**src/rtl/int_scheduler_pkg.sv**
```systemverilog
// Shared definitions for the interrupt scheduler.
//   state_e      : scheduler FSM encoding
//   CFG_*        : configuration write-port address map
//   TIMER_SRC    : interrupt source index driven by the quantum timer
package int_scheduler_pkg;

  typedef enum logic [1:0] {
    ST_IDLE    = 2'd0,
    ST_OFFER   = 2'd1,
    ST_SERVICE = 2'd2
  } state_e;

  localparam logic [2:0] CFG_VEC0    = 3'd0;
  localparam logic [2:0] CFG_QUANTUM = 3'd4;
  localparam logic [2:0] CFG_CTRL    = 3'd5;

  localparam int TIMER_SRC = 0;

endpackage

```
**src/rtl/int_scheduler_prio_enc.sv**
```systemverilog
// Lowest-index-wins priority encoder.
//   req : request vector, bit 0 has highest priority
//   any : at least one request present
//   idx : index of the lowest set bit (0 when no request)
module prio_enc #(
  parameter int NUM_SRC = 4
) (
  input  logic [NUM_SRC-1:0]         req,
  output logic                       any,
  output logic [$clog2(NUM_SRC)-1:0] idx
);

  localparam int IDX_W = $clog2(NUM_SRC);

  // Scan from the top down so the lowest set index is the last one written.
  always_comb begin
    any = |req;
    idx = '0;
    for (int i = NUM_SRC - 1; i >= 0; i--) begin
      if (req[i]) idx = IDX_W'(i);
    end
  end

endmodule

```
**src/rtl/int_scheduler.sv**
```systemverilog
// Interrupt scheduler: sticky pending bits, a quantum timer on source 0,
// lowest-index arbitration and an offer/ack/eoi handshake with the program
// counter.
//   clock, reset_n         : clock and async active-low reset
//   init_flag, user_mode   : run enable / user process active
//   irq_req, irq_mask      : request pulses and per-source enables
//   cfg_we/addr/wdata      : vector, quantum and timer-enable writes
//   int_valid/pos/src      : interrupt offered to the program counter
//   int_ack, eoi           : offer taken / service finished
//   pending, busy          : status
//
// state      | meaning
// -----------+-------------------------------------------------------
// ST_IDLE    | arbitrating; timer may count
// ST_OFFER   | int_valid high, int_src/int_pos frozen until int_ack
// ST_SERVICE | handler running (busy), waiting for eoi
module int_scheduler
  import int_scheduler_pkg::*;
#(
  parameter int NUM_SRC = 4,
  parameter int VEC_W   = 16
) (
  input  logic                       clock,
  input  logic                       reset_n,
  input  logic                       init_flag,
  input  logic                       user_mode,
  input  logic [NUM_SRC-1:0]         irq_req,
  input  logic [NUM_SRC-1:0]         irq_mask,
  input  logic                       cfg_we,
  input  logic [2:0]                 cfg_addr,
  input  logic [VEC_W-1:0]           cfg_wdata,
  output logic                       int_valid,
  output logic [VEC_W-1:0]           int_pos,
  output logic [$clog2(NUM_SRC)-1:0] int_src,
  input  logic                       int_ack,
  input  logic                       eoi,
  output logic [NUM_SRC-1:0]         pending,
  output logic                       busy
);

  localparam int SRC_W = $clog2(NUM_SRC);

  state_e             state;
  logic [VEC_W-1:0]   vector [NUM_SRC];
  logic [VEC_W-1:0]   quantum;
  logic [VEC_W-1:0]   counter;
  logic               timer_en;

  logic [NUM_SRC-1:0] eligible;
  logic [NUM_SRC-1:0] set_mask;
  logic [NUM_SRC-1:0] clr_mask;
  logic               win_any;
  logic [SRC_W-1:0]   win_idx;
  logic [VEC_W-1:0]   win_vec;
  logic               quantum_we;
  logic               cnt_en;
  logic               timer_fire;
  logic               take_offer;
  logic               take_ack;
  logic               take_eoi;

  assign eligible = pending & irq_mask;

  prio_enc #(.NUM_SRC(NUM_SRC)) u_prio_enc (
    .req (eligible),
    .any (win_any),
    .idx (win_idx)
  );

  always_comb begin
    win_vec = '0;
    for (int i = 0; i < NUM_SRC; i++) begin
      if (win_idx == SRC_W'(i)) win_vec = vector[i];
    end
  end

  assign quantum_we = cfg_we && (cfg_addr == CFG_QUANTUM);
  assign cnt_en     = init_flag && user_mode && timer_en &&
                      (quantum != '0) && (state == ST_IDLE);
  // A quantum write on the same edge restarts the period, so it suppresses
  // the expiry that the old count would have produced.
  assign timer_fire = cnt_en && !quantum_we && (counter == VEC_W'(1));

  assign take_offer = init_flag && user_mode && (state == ST_IDLE) && win_any;
  assign take_ack   = init_flag && (state == ST_OFFER) && int_ack;
  assign take_eoi   = init_flag && (state == ST_SERVICE) && eoi;

  always_comb begin
    set_mask = irq_req;
    if (timer_fire) set_mask[TIMER_SRC] = 1'b1;
    clr_mask = '0;
    for (int i = 0; i < NUM_SRC; i++) begin
      if (take_ack && (int_src == SRC_W'(i))) clr_mask[i] = 1'b1;
    end
  end

  // Configuration registers.
  always_ff @(posedge clock or negedge reset_n) begin
    if (!reset_n) begin
      quantum  <= '0;
      timer_en <= 1'b0;
      for (int i = 0; i < NUM_SRC; i++) vector[i] <= '0;
    end else if (cfg_we) begin
      if (cfg_addr == CFG_QUANTUM) quantum  <= cfg_wdata;
      if (cfg_addr == CFG_CTRL)    timer_en <= cfg_wdata[0];
      for (int i = 0; i < NUM_SRC; i++) begin
        if ((i < int'(CFG_QUANTUM)) && (cfg_addr == CFG_VEC0 + 3'(i))) vector[i] <= cfg_wdata;
      end
    end
  end

  // Quantum down-counter; reload on expiry or on a quantum write.
  always_ff @(posedge clock or negedge reset_n) begin
    if (!reset_n) begin
      counter <= '0;
    end else if (quantum_we) begin
      counter <= cfg_wdata;
    end else if (cnt_en) begin
      if (counter <= VEC_W'(1)) counter <= quantum;
      else                      counter <= counter - VEC_W'(1);
    end
  end

  // Set wins over the acknowledge clear.
  always_ff @(posedge clock or negedge reset_n) begin
    if (!reset_n) pending <= '0;
    else          pending <= (pending & ~clr_mask) | set_mask;
  end

  always_ff @(posedge clock or negedge reset_n) begin
    if (!reset_n) begin
      state   <= ST_IDLE;
      int_src <= '0;
      int_pos <= '0;
    end else begin
      case (state)
        ST_IDLE: begin
          if (take_offer) begin
            state   <= ST_OFFER;
            int_src <= win_idx;
            int_pos <= win_vec;
          end
        end
        ST_OFFER:   if (take_ack) state <= ST_SERVICE;
        ST_SERVICE: if (take_eoi) state <= ST_IDLE;
        default:    state <= ST_IDLE;
      endcase
    end
  end

  assign int_valid = (state == ST_OFFER);
  assign busy      = (state == ST_SERVICE);

endmodule

```
**config.mk**
```make
export PLATFORM = sky130hd
export DESIGN_NAME = int_scheduler
export DESIGN_NICKNAME = d
export VERILOG_FILES = /design/src/rtl/int_scheduler_pkg.sv /design/src/rtl/int_scheduler_prio_enc.sv /design/src/rtl/int_scheduler.sv
export SDC_FILE = /design/constraint.sdc
export NUM_CORES = 1
export LEC_CHECK = 0
export BUFFER_PORTS_ARGS = -buffer_cell sky130_fd_sc_hd__buf_4
export CORE_MARGIN = 3
export CORE_UTILIZATION = 45
export CTS_BUF_LIST = sky130_fd_sc_hd__clkbuf_4 sky130_fd_sc_hd__clkbuf_8 sky130_fd_sc_hd__clkbuf_16
export DETAILED_ROUTE_END_ITERATION = 10
export PLACE_DENSITY = 0.75
export SYNTH_ARGS = -nofsm -noshare
export SYNTH_HDL_FRONTEND = slang
export SYNTH_HIERARCHICAL = 1
export SYNTH_SLANG_ARGS = --single-unit
```
**constraint.sdc**
```tcl
create_clock -name clock -period 2.8 [get_ports clock]
set_input_delay 0.56 -clock clock [delete_from_list [all_inputs] [get_ports clock]]
set_output_delay 0.56 -clock clock [all_outputs]
set_load 0.01 [all_outputs]
```
==> results.py <==
metrics = {
    "sta": {
        "rsz0062_at_grt": "false",
        "finalHoldViolCount": 0,
        "worst_slew_pin_slew_ns": 0.7905,
        "timing.fmax_mhz": 457.8,
        "slew_viol_final": 0,
        "clock_skew_ns": 0.009856,
        "slew_headroom": 0.4681,
        "fin_crit_sh": 0.7801,
        "fin_setup_tns_ns": 0,
        "period_needed_ns": 2.184,
        "finalSetupViolCount": 0,
    },
    "yosys": {
        "synth.top_cell.area_share": 0.5441,
        "synth_nets": 484,
        "yosysUniqueCellTypes": 46,
        "syn_area_per_cell_sq_um": 12.42,
        "synthArstFlopShare": 1.000,
        "ys_seq_area_frac": 0.5441,
        "ys_ff_latch": 121,
        "ys_top_cells_by_count": "dfrtp_1 (121), mux2_2 (83), nand2_1 (77)",
        "syn_area_sq_um": 5565,
        "synth_edf_count": 0,
        "syn_inst": 448,
        "synth_top_cell_by_area": "dfrtp_1",
        "yosysMostFrequentCell": "dfrtp_1",
        "yosys-top-cells-area": "dfrtp_1 (54%), mux2_2 (17%), mux4_2 (6.5%)",
        "ys_warn_count": 6,
        "synth_ff_type": "dfrtp_1",
    },
    "outcome": {
        "status": "complete, no violations",
    },
    "cts": {
        "clk_latency_ns": 0.41,
        "post-cts-setup-buffers": 0,
        "cts_buffers": 17,
        "clockBufferDepth": 2,
        "clk_pin_slew_ns": 0.06,
        "post_cts_resized": 0,
        "cts_tree": "done",
        "cts_hold_buf": 0,
        "clock-sinks": 121,
        "cts-root-buf": "clkbuf_16",
        "ctsHtreeMaxLevel": 4,
    },
    "worst_hold_path": {
        "hold_class": "primary input to async pin",
    },
    "floorplan": {
        "die_w_um": 117.2,
        "die_area_sq_um": 13740,
        "fp.dieH_um": 117.2,
        "core-area_sq_um": 11760,
        "rows": 39,
        "io_pins": 58,
        "start_util": 0.4732,
    },
    "drt": {
        "viasPerCell": 5.358,
        "ant_nets": 0,
        "wirelength_um": 12180,
        "drc": 0,
        "vias": 3724,
        "drt-initial-drc-count": 171,
        "first_pass_iters": 4,
        "wl_per_cell_um": 17.52,
    },
    "grt": {
        "grt_use_total": 0.1934,
        "antenna_found_initial": 0,
        "grt.overflow.total": 0,
        "grt_max_degree": 55,
        "grt_pass1_wl_um": 20130,
        "grt_pass1_vias": 3873,
    },
    "setup_path": {
        "cp.required_ns": 3.11,
        "rr_worst_depth": 5,
        "r2r_slack_ns": 0.62,
        "crit_chain": "nor4_4 -> nand4_2 -> or2_1 -> and2_4 -> o311ai_2",
        "reg2reg_from": "counter[8]",
        "critical_path_class": "register to register",
        "crit_path_end_kind": "register",
        "max_stage_delay_ns": 0.52,
        "critPathMaxFanout": 17,
        "critPathBufInv": 0,
        "r2r-end": "counter[1]",
        "crit_family": "simple AND/OR/NAND/NOR gates",
        "crit_arrival_ns": 2.49,
        "critPathSlowestCell": "or2_1",
        "critPathLaunchType": "register",
    },
    "pwr": {
        "swShare": 0.2911,
        "power_frac_comb": 0.260,
        "p_total_w": 0.006554,
        "power_density_nw_per_um2": 957.2,
        "power_leakage_nw": 3.065,
        "intPower_w": 0.004646,
        "power_frac_clock": 0.329,
        "switchingPower_w": 0.001908,
        "ir_worst_vdd_mv": 0.4636,
        "seq_power_share": 0.410,
    },
    "cells_and_area": {
        "syn_to_final_growth_pct": 23.02,
        "antenna_cells": 0,
        "n_fill_cell": 936,
        "final_nets": 554,
        "drive_gt1_frac": 0.4030,
    },
    "placed_design": {
        "io_buffers": 57,
        "gp_congestion": 0.8043,
        "place_hpwl_um": 8177,
    },
    "job": {
        "maxCapViolations": 0,
    },
}
[metrics by stage]
| step | hold slack [ns] | setup WS [ns] | cells | utilization | instance area [sq um] |
|---|---|---|---|---|---|
| detailed placement | 0.4857 | 0.4779 | 663 | 0.5315 | 6251 |
| global placement | 0.4813 | 0.5163 | 663 | 0.5315 | 6251 |
| global route | 0.2539 | 0.4015 | 695 | 0.5822 | 6847 |
| floorplan | 0.2644 | 0.3851 | 448 | - | 5565 |
| finish | 0.2034 | 0.6157 | 695 | 0.5822 | 6847 |
| CTS | 0.2191 | 0.6151 | 695 | 0.5822 | 6847 |
[worst register-to-register path: cells and delay by family, from the launching register on]
kind	cells	cell delay, ns
DFF	1	0.44
and+or+nand+nor	4	1.41
AOI/OAI and AO/OA	1	0.24
[flip-flops by register name, indices dropped and copies added, names as in the netlist]
register / count
vector: 64
counter: 16
int_pos: 16
quantum: 16
pending: 4
int_src: 2
state: 2
timer_en: 1
[power groups by stage]
stage,clock (W),combinational [W],sequential [W]
2_1_floorplan,0,0.00113,0.00263
5_1_grt,0.00228,0.00192,0.00276
3_3_place_gp,0,0.00165,0.00267
6_report,0.00216,0.00171,0.00269
4_1_cts,0.00219,0.00173,0.00269
3_5_place_dp,0,0.00172,0.00270
[placed cells by master, fill, tap and decap left out, types with 3 or more instances in the layout]
master     count
dfrtp_1      121
nand2_1       77
clkinv_2       5
nor3_1         4
nor2_1        36
nor2b_1        3
clkbuf_16     17
buf_4         71
o311ai_1      13
mux4_2        16
inv_1          4
nand4b_1       3
clkbuf_8       4
nor4_1         6
and2_1         4
xnor2_1        9
mux2_2        83
clkbuf_4       3
nand3_1        5
nand4_1        4
xor2_1         4
[cells by family after synthesis]
group           count (synthesis)  share of synthesized area
flops                         121                     0.5441
mux                            99                     0.2327
xor+xnor                       13                    0.02046
compound gates                 26                    0.03822
simple gates                  161                     0.1389
fa+ha+maj                       2                   0.004496
buf+inv                        26                    0.02113
[routing by layer]
layer / global-route usage / wire length (um) / vias to the layer above
met3: 0.04730 / 570 / 4
met5: 0 / 0 / -
met4: 0.05275 / 52 / 0
met1: 0.2701 / 5523 / 1900
met2: 0.3043 / 6031 / 80
li1: - / - / 1740
[cell type report]
| class | count | area [sq um] | area share |
|---|---|---|---|
| clock buffer | 24 | 503.0 | 0.07346 |
| clock inverter | 8 | 92.59 | 0.01352 |
| inverter | 4 | 15.01 | 0.002193 |
| multi-input combinational | 301 | 2430 | 0.3549 |
| sequential | 121 | 3028 | 0.4423 |
| tap | 164 | 205.2 | 0.02997 |
| timing repair buffer | 73 | 573.1 | 0.08370 |
[worst max-delay path by stage]
stage | slack (ns) | cells after the start | start | to
after floorplan | 0.39 | 7 | irq_mask[2] | int_pos[10]
after global placement | 0.52 | 7 | irq_mask[2] | int_pos[5]
after detailed placement | 0.48 | 7 | irq_mask[2] | int_pos[6]
after CTS | 0.62 | 5 | counter[8] | counter[1]
after global routing | 0.40 | 5 | counter[8] | counter[3]
final | 0.62 | 5 | counter[8] | counter[1]
Note: power is estimated with default switching activity, not from simulation.
